## src/rtl/pixel_streamer_pkg.sv

```systemverilog
// Shared types and helpers for the pixel streamer: FSM state encoding and
// counter width sizing.
package pixel_streamer_pkg;

  typedef enum logic [1:0] {
    ST_IDLE  = 2'd0,
    ST_READ  = 2'd1,
    ST_DRAIN = 2'd2,
    ST_DONE  = 2'd3
  } state_e;

  // Bits needed to hold values 0..n-1; never narrower than one bit.
  function automatic int cnt_w(input int n);
    return (n <= 1) ? 1 : $clog2(n);
  endfunction

endpackage

```

## src/rtl/pixel_pos_counter.sv

```systemverilog
// Raster row/col counter: col wraps W_CNT-1 -> 0 carrying into row; flags the
// last position of the frame.
module pixel_pos_counter #(
  parameter int W_CNT = 10,
  parameter int H_CNT = 10,
  parameter int CW    = 4,
  parameter int RW    = 4
) (
  input  logic          clk,
  input  logic          rst_n,
  input  logic          clr,
  input  logic          en,
  output logic [RW-1:0] row,
  output logic [CW-1:0] col,
  output logic          last
);

  localparam logic [CW-1:0] COL_MAX = CW'(W_CNT - 1);
  localparam logic [RW-1:0] ROW_MAX = RW'(H_CNT - 1);

  logic [RW-1:0] row_q, row_d;
  logic [CW-1:0] col_q, col_d;

  always_comb begin
    row_d = row_q;
    col_d = col_q;
    if (clr) begin
      row_d = '0;
      col_d = '0;
    end else if (en) begin
      if (col_q == COL_MAX) begin
        col_d = '0;
        row_d = (row_q == ROW_MAX) ? '0 : row_q + RW'(1);
      end else begin
        col_d = col_q + CW'(1);
      end
    end
  end

  always_ff @(posedge clk or negedge rst_n) begin
    if (!rst_n) begin
      row_q <= '0;
      col_q <= '0;
    end else begin
      row_q <= row_d;
      col_q <= col_d;
    end
  end

  assign row  = row_q;
  assign col  = col_q;
  assign last = (row_q == ROW_MAX) && (col_q == COL_MAX);

endmodule

```

## src/rtl/pixel_streamer.sv

```systemverilog
// Frame-memory to pixel-stream reader with fixed one-cycle read latency.
// Define PIXEL_STREAMER_ZERO_PAD_EN to wrap the frame in a one-pixel zero border.
module pixel_streamer
  import pixel_streamer_pkg::*;
#(
  parameter int IMG_WIDTH    = 10,
  parameter int IMG_HEIGHT   = 10,
  parameter int DATA_WIDTH   = 8,
  parameter int ADDR_WIDTH   = 16,
  parameter int DRAIN_CYCLES = 10
) (
  input  logic                  clk,
  input  logic                  rst,
  input  logic                  Start,
  input  logic                  Pause,
  output logic                  Mem_Rd_En,
  output logic [ADDR_WIDTH-1:0] Mem_Addr,
  input  logic [DATA_WIDTH-1:0] Mem_Data,
  output logic                  Valid_Out,
  output logic [DATA_WIDTH-1:0] Data_Out,
  output logic                  Busy,
  output logic                  Done
);

`ifdef PIXEL_STREAMER_ZERO_PAD_EN
  localparam int W_CNT = IMG_WIDTH + 2;
  localparam int H_CNT = IMG_HEIGHT + 2;
`else
  localparam int W_CNT = IMG_WIDTH;
  localparam int H_CNT = IMG_HEIGHT;
`endif
  localparam int CW  = cnt_w(W_CNT);
  localparam int RW  = cnt_w(H_CNT);
  localparam int DCW = cnt_w(DRAIN_CYCLES);
  localparam logic [DCW-1:0] DRN_MAX = DCW'(DRAIN_CYCLES - 1);

  state_e                state_q, state_d;
  logic [ADDR_WIDTH-1:0] addr_q, addr_d;
  logic [DCW-1:0]        drn_q, drn_d;
  logic                  valid_q;
  logic                  issue;
  logic                  last;
  logic [RW-1:0]         row;
  logic [CW-1:0]         col;

  // One sample slot per unpaused READ cycle, whether memory or border.
  assign issue = (state_q == ST_READ) && !Pause;

  pixel_pos_counter #(
    .W_CNT (W_CNT),
    .H_CNT (H_CNT),
    .CW    (CW),
    .RW    (RW)
  ) u_pos (
    .clk   (clk),
    .rst_n (rst),
    .clr   (state_q == ST_IDLE),
    .en    (issue),
    .row   (row),
    .col   (col),
    .last  (last)
  );

`ifdef PIXEL_STREAMER_ZERO_PAD_EN
  logic interior;
  logic border_q;

  assign interior  = (row >= RW'(1)) && (row <= RW'(IMG_HEIGHT)) &&
                     (col >= CW'(1)) && (col <= CW'(IMG_WIDTH));
  assign Mem_Rd_En = issue && interior;
  assign Data_Out  = (valid_q && !border_q) ? Mem_Data : '0;

  always_ff @(posedge clk or negedge rst) begin
    if (!rst) border_q <= 1'b0;
    else      border_q <= issue && !interior;
  end
`else
  logic unused_pos;
  assign unused_pos = ^{row, col};
  assign Mem_Rd_En  = issue;
  assign Data_Out   = valid_q ? Mem_Data : '0;
`endif

  always_comb begin
    state_d = state_q;
    addr_d  = addr_q;
    drn_d   = '0;
    // Interior pixels come out in address order, so a bare incrementer suffices.
    if (Mem_Rd_En) addr_d = addr_q + ADDR_WIDTH'(1);
    unique case (state_q)
      ST_IDLE: begin
        addr_d = '0;
        if (Start) state_d = ST_READ;
      end
      ST_READ: if (issue && last) state_d = ST_DRAIN;
      ST_DRAIN: begin
        drn_d = drn_q;
        // The first DRAIN cycle still carries the final pixel and is not counted.
        if (!valid_q) begin
          if (drn_q == DRN_MAX) state_d = ST_DONE;
          else                  drn_d   = drn_q + DCW'(1);
        end
      end
      ST_DONE: state_d = ST_IDLE;
      default: state_d = ST_IDLE;
    endcase
  end

  always_ff @(posedge clk or negedge rst) begin
    if (!rst) begin
      state_q <= ST_IDLE;
      addr_q  <= '0;
      drn_q   <= '0;
      valid_q <= 1'b0;
    end else begin
      state_q <= state_d;
      addr_q  <= addr_d;
      drn_q   <= drn_d;
      valid_q <= issue;
    end
  end

  assign Mem_Addr  = addr_q;
  assign Valid_Out = valid_q;
  assign Busy      = (state_q != ST_IDLE);
  assign Done      = (state_q == ST_DONE);

endmodule
```

## config.mk

```make
export PLATFORM = sky130hd
export DESIGN_NAME = pixel_streamer
export DESIGN_NICKNAME = d
export VERILOG_FILES = /design/src/rtl/pixel_streamer_pkg.sv /design/src/rtl/pixel_pos_counter.sv /design/src/rtl/pixel_streamer.sv
export SDC_FILE = /design/constraint.sdc
export NUM_CORES = 1
export LEC_CHECK = 0
export CAP_MARGIN = 40
export CORE_MARGIN = 1.5
export CORE_UTILIZATION = 53
export DETAILED_ROUTE_END_ITERATION = 7
export GPL_ROUTABILITY_DRIVEN = 0
export HOLD_SLACK_MARGIN = 0.1
export MAX_ROUTING_LAYER = met4
export PLACE_DENSITY_LB_ADDON = 0.05
export SLEW_MARGIN = 25
export SYNTH_ARGS = -nofsm -noshare
export SYNTH_HDL_FRONTEND = slang
export SYNTH_SLANG_ARGS = --single-unit
```

## constraint.sdc

```tcl
create_clock -name clk -period 4.15 [get_ports clk]
set_input_delay 0.83 -clock clk [delete_from_list [all_inputs] [get_ports clk]]
set_output_delay 0.83 -clock clk [all_outputs]
set_load 0.01 [all_outputs]
```

==> results.md <==
- Status: completed
- Yosys top cell area share: 0.4562
- Total number of vias: between 1000 and 1500
- Area Growth Syn to Fin: 31.27%
- IO Port Bufs: 39
- Placement row count: 20
- CTS Root Cell: clkbuf_4
- CTS tree: yes
- Worst r2r src: state_q[1]
- Distinct cells, synth: 33
- Ant. Diodes: 0
- Crit path capture type: primary output
- First-pass GRT wire length: 5.892 mm
- Async S/R FF share, synth: 1.000
- Final WL: 3.684 mm
- Hold WS: 0.5207 ns
- DRC: 0
- Vias in the first global route: 1360
- Pwr dens: 475.0 nW/um^2
- CTS clk-pin slew, worst paths: 0.09 ns
- HP Class: reg2reg
- Crit share post-route: 0.7794
- CTS HTree Levels: 2
- Rel. slew slack: 0.6412
- DIE WIDTH: 59.64 um
- Critical R2R Capture: u_pos.row[3]
- R2R setup slack: about 2.0 ns
- Die Height: between 50 and 60 um
- Area contributors post-synth: dfrtp_1 (46%), ha_1 (8.8%), xor2_1 (5.7%)
- Final hold vios: 0
- Main synth FF type: dfrtp_1
- Worst EP arrival: approximately 2.4 ns
- Fmax: 309.2 MHz
- Post-synth top area cell: dfrtp_1
- Worst hold start: u_pos.row[2]
- Core area: 3053 um^2
- Num CTS Buffers: 5
- Fin. max-slew vios: 0
- Final min period: 3.234 ns
- Clock Path Buffers: 2
- 1st-pass router iterations: 4
- Pre-CTS setup slack: 0.9291 ns
- Worst R2R Path Depth: 7
- Critical path required time: 3.32 ns
- DRT iter0 DRCs: 80
- Post-route antenna net violation count: 0
- Mapped Area: 1700 um^2
- Die Area: 3557 um^2
- Fin nets: 244
- TNS Setup: 0 ns
- Post-Syn Nets: 200
- Crit start category: primary input
- Tightest Pin Transition: 0.5383 ns
- Share of layout cells above drive strength 1: 0.04977
- GRT Residual Overflow: 0
- Max Clock Skew: 0.004314 ns
- Detailed placement HPWL: 2.691 mm
- Kind of critical path: in2out
- Initial Util: 0.5570
- Clk sink count: 31
- Routed WL per cell: 13.90 um
- Final worst slack: roughly 0.92 ns
- Clk Latency, worst-skew pair: about 0.33 ns
- Worst VDD drop: between 0.0004 and 0.0005 V
- Post_cts resized: 0
- Hold Path Sink: u_pos.row[2]
- Leakage Power: just over 1 nW
- Synth Register Bits: 31
- Yosys warns: 0
- Postcts setup bufs: 0
- Max FO, Critical Path: 8
- Worst Hold Path Cells: 1
- Post-synth EDFFs: 0
- Gr usage total: 0.2322
- Hold buffer count at CTS: 0
- I/O pins: 40
- RSZ-0062 raised after global routing: false
- Antenna violations before repair: 0
- Max_cap viols: 0
- Largest net degree at the start of global routing: 32
- Syn Inst Count: roughly 180
- Vias/cell: 5.381
- Avg Cell Area, Syn: 9.661 um^2
- Final setup violation count: 0
- Sequential share of the synthesized area: 0.4562
[worst max-delay path by stage]
| stage | from | endpoint | slack (ns) | depth (start not counted) |
|---|---|---|---|---|
| global placement | Pause | Mem_Rd_En | 0.99 | 4 |
| CTS | Pause | Mem_Rd_En | 0.92 | 4 |
| floorplan | Pause | Mem_Rd_En | 2.02 | 3 |
| global route | Pause | Mem_Rd_En | 0.83 | 4 |
| detailed placement | Pause | Mem_Rd_En | 0.93 | 4 |
| finish | Pause | Mem_Rd_En | 0.92 | 4 |
[cell usage in the layout, fill, tap and decap left out, types with 3 or more instances in the layout]
| cell | instances |
|---|---|
| xnor2_1 | 3 |
| and2_1 | 14 |
| dfrtp_1 | 31 |
| nand2_1 | 14 |
| o21ai_0 | 7 |
| inv_1 | 10 |
| clkbuf_4 | 5 |
| and4_1 | 4 |
| a21oi_1 | 9 |
| nand3_1 | 5 |
| xor2_1 | 11 |
| nor2_1 | 17 |
| nor3_1 | 5 |
| or3_1 | 3 |
| clkdlybuf4s50_1 | 39 |
| nand4_1 | 7 |
| ha_1 | 12 |
[area by class of cell]
cell class	instances	area, um^2
Clock buffer	6	51.30
Clock inverter	2	35.03
Fill cell	257	820.8
Inverter	10	37.54
Multi-Input combinational cell	131	872.1
Sequential cell	31	775.7
Tap cell	44	55.05
Timing Repair Buffer	41	405.4
[worst max-delay path, stage by stage]
cell and delay, ns:
clkdlybuf4s50_1 0.46, nand2b_1 0.27, inv_1 0.25, clkdlybuf4s50_1 0.59
[synthesized netlist by cell type (all sizes together) (4+ instances only)]
cell / count
dfrtp: 31
nor2: 17
and2: 14
nand2: 14
ha: 12
xor2: 11
inv: 10
a21oi: 9
nand4: 7
o21ai: 7
nand3: 5
nor3: 5
and4: 4
clkbuf: 4
[stage by stage]
| step | total power, mW | utilization | instances | area, um^2 |
|---|---|---|---|---|
| after floorplan | 0.6605 | - | 176 | 1700 |
| after global placement | 0.7941 | 0.7029 | 257 | 2146 |
| after detailed placement | 0.8217 | 0.7029 | 257 | 2146 |
| after CTS | 1.070 | 0.7311 | 265 | 2232 |
| after global routing | 1.136 | 0.7311 | 265 | 2232 |
| final | 1.060 | 0.7311 | 265 | 2232 |
[report_power, final]
group	switching (mW)	internal, mW	leakage [nW]
sequential	0.0658	0.355	0.422
clock	0.103	0.142	0.0482
combinational	0.214	0.180	0.540
[sequential cells by signal, indices dropped and copies added, names as in the netlist]
register   cells
Mem_Addr      16
u_pos.row      4
state_q        2
drn_q          4
Valid_Out      1
u_pos.col      4
[layer usage]
| layer | vias up | wire (um) | global-route usage |
|---|---|---|---|
| li1 | 694 | - | - |
| met1 | 670 | 1582 | 0.2741 |
| met2 | 58 | 1827 | 0.3525 |
| met3 | 4 | 231 | 0.05677 |
| met4 | 0 | 43 | 0.1460 |
| met5 | - | 0 | - |
[kinds of logic after synthesis]
kind of cell,synth area share
DFF,0.4562
AOI/OAI and AO/OA,0.09051
and+or+nand+nor,0.2494
xor gates and xnor gates,0.07211
adders and majority gates,0.08830
muxes,0.01251
buffers and inverters,0.03090
Note: power is estimated with default switching activity, not from simulation.
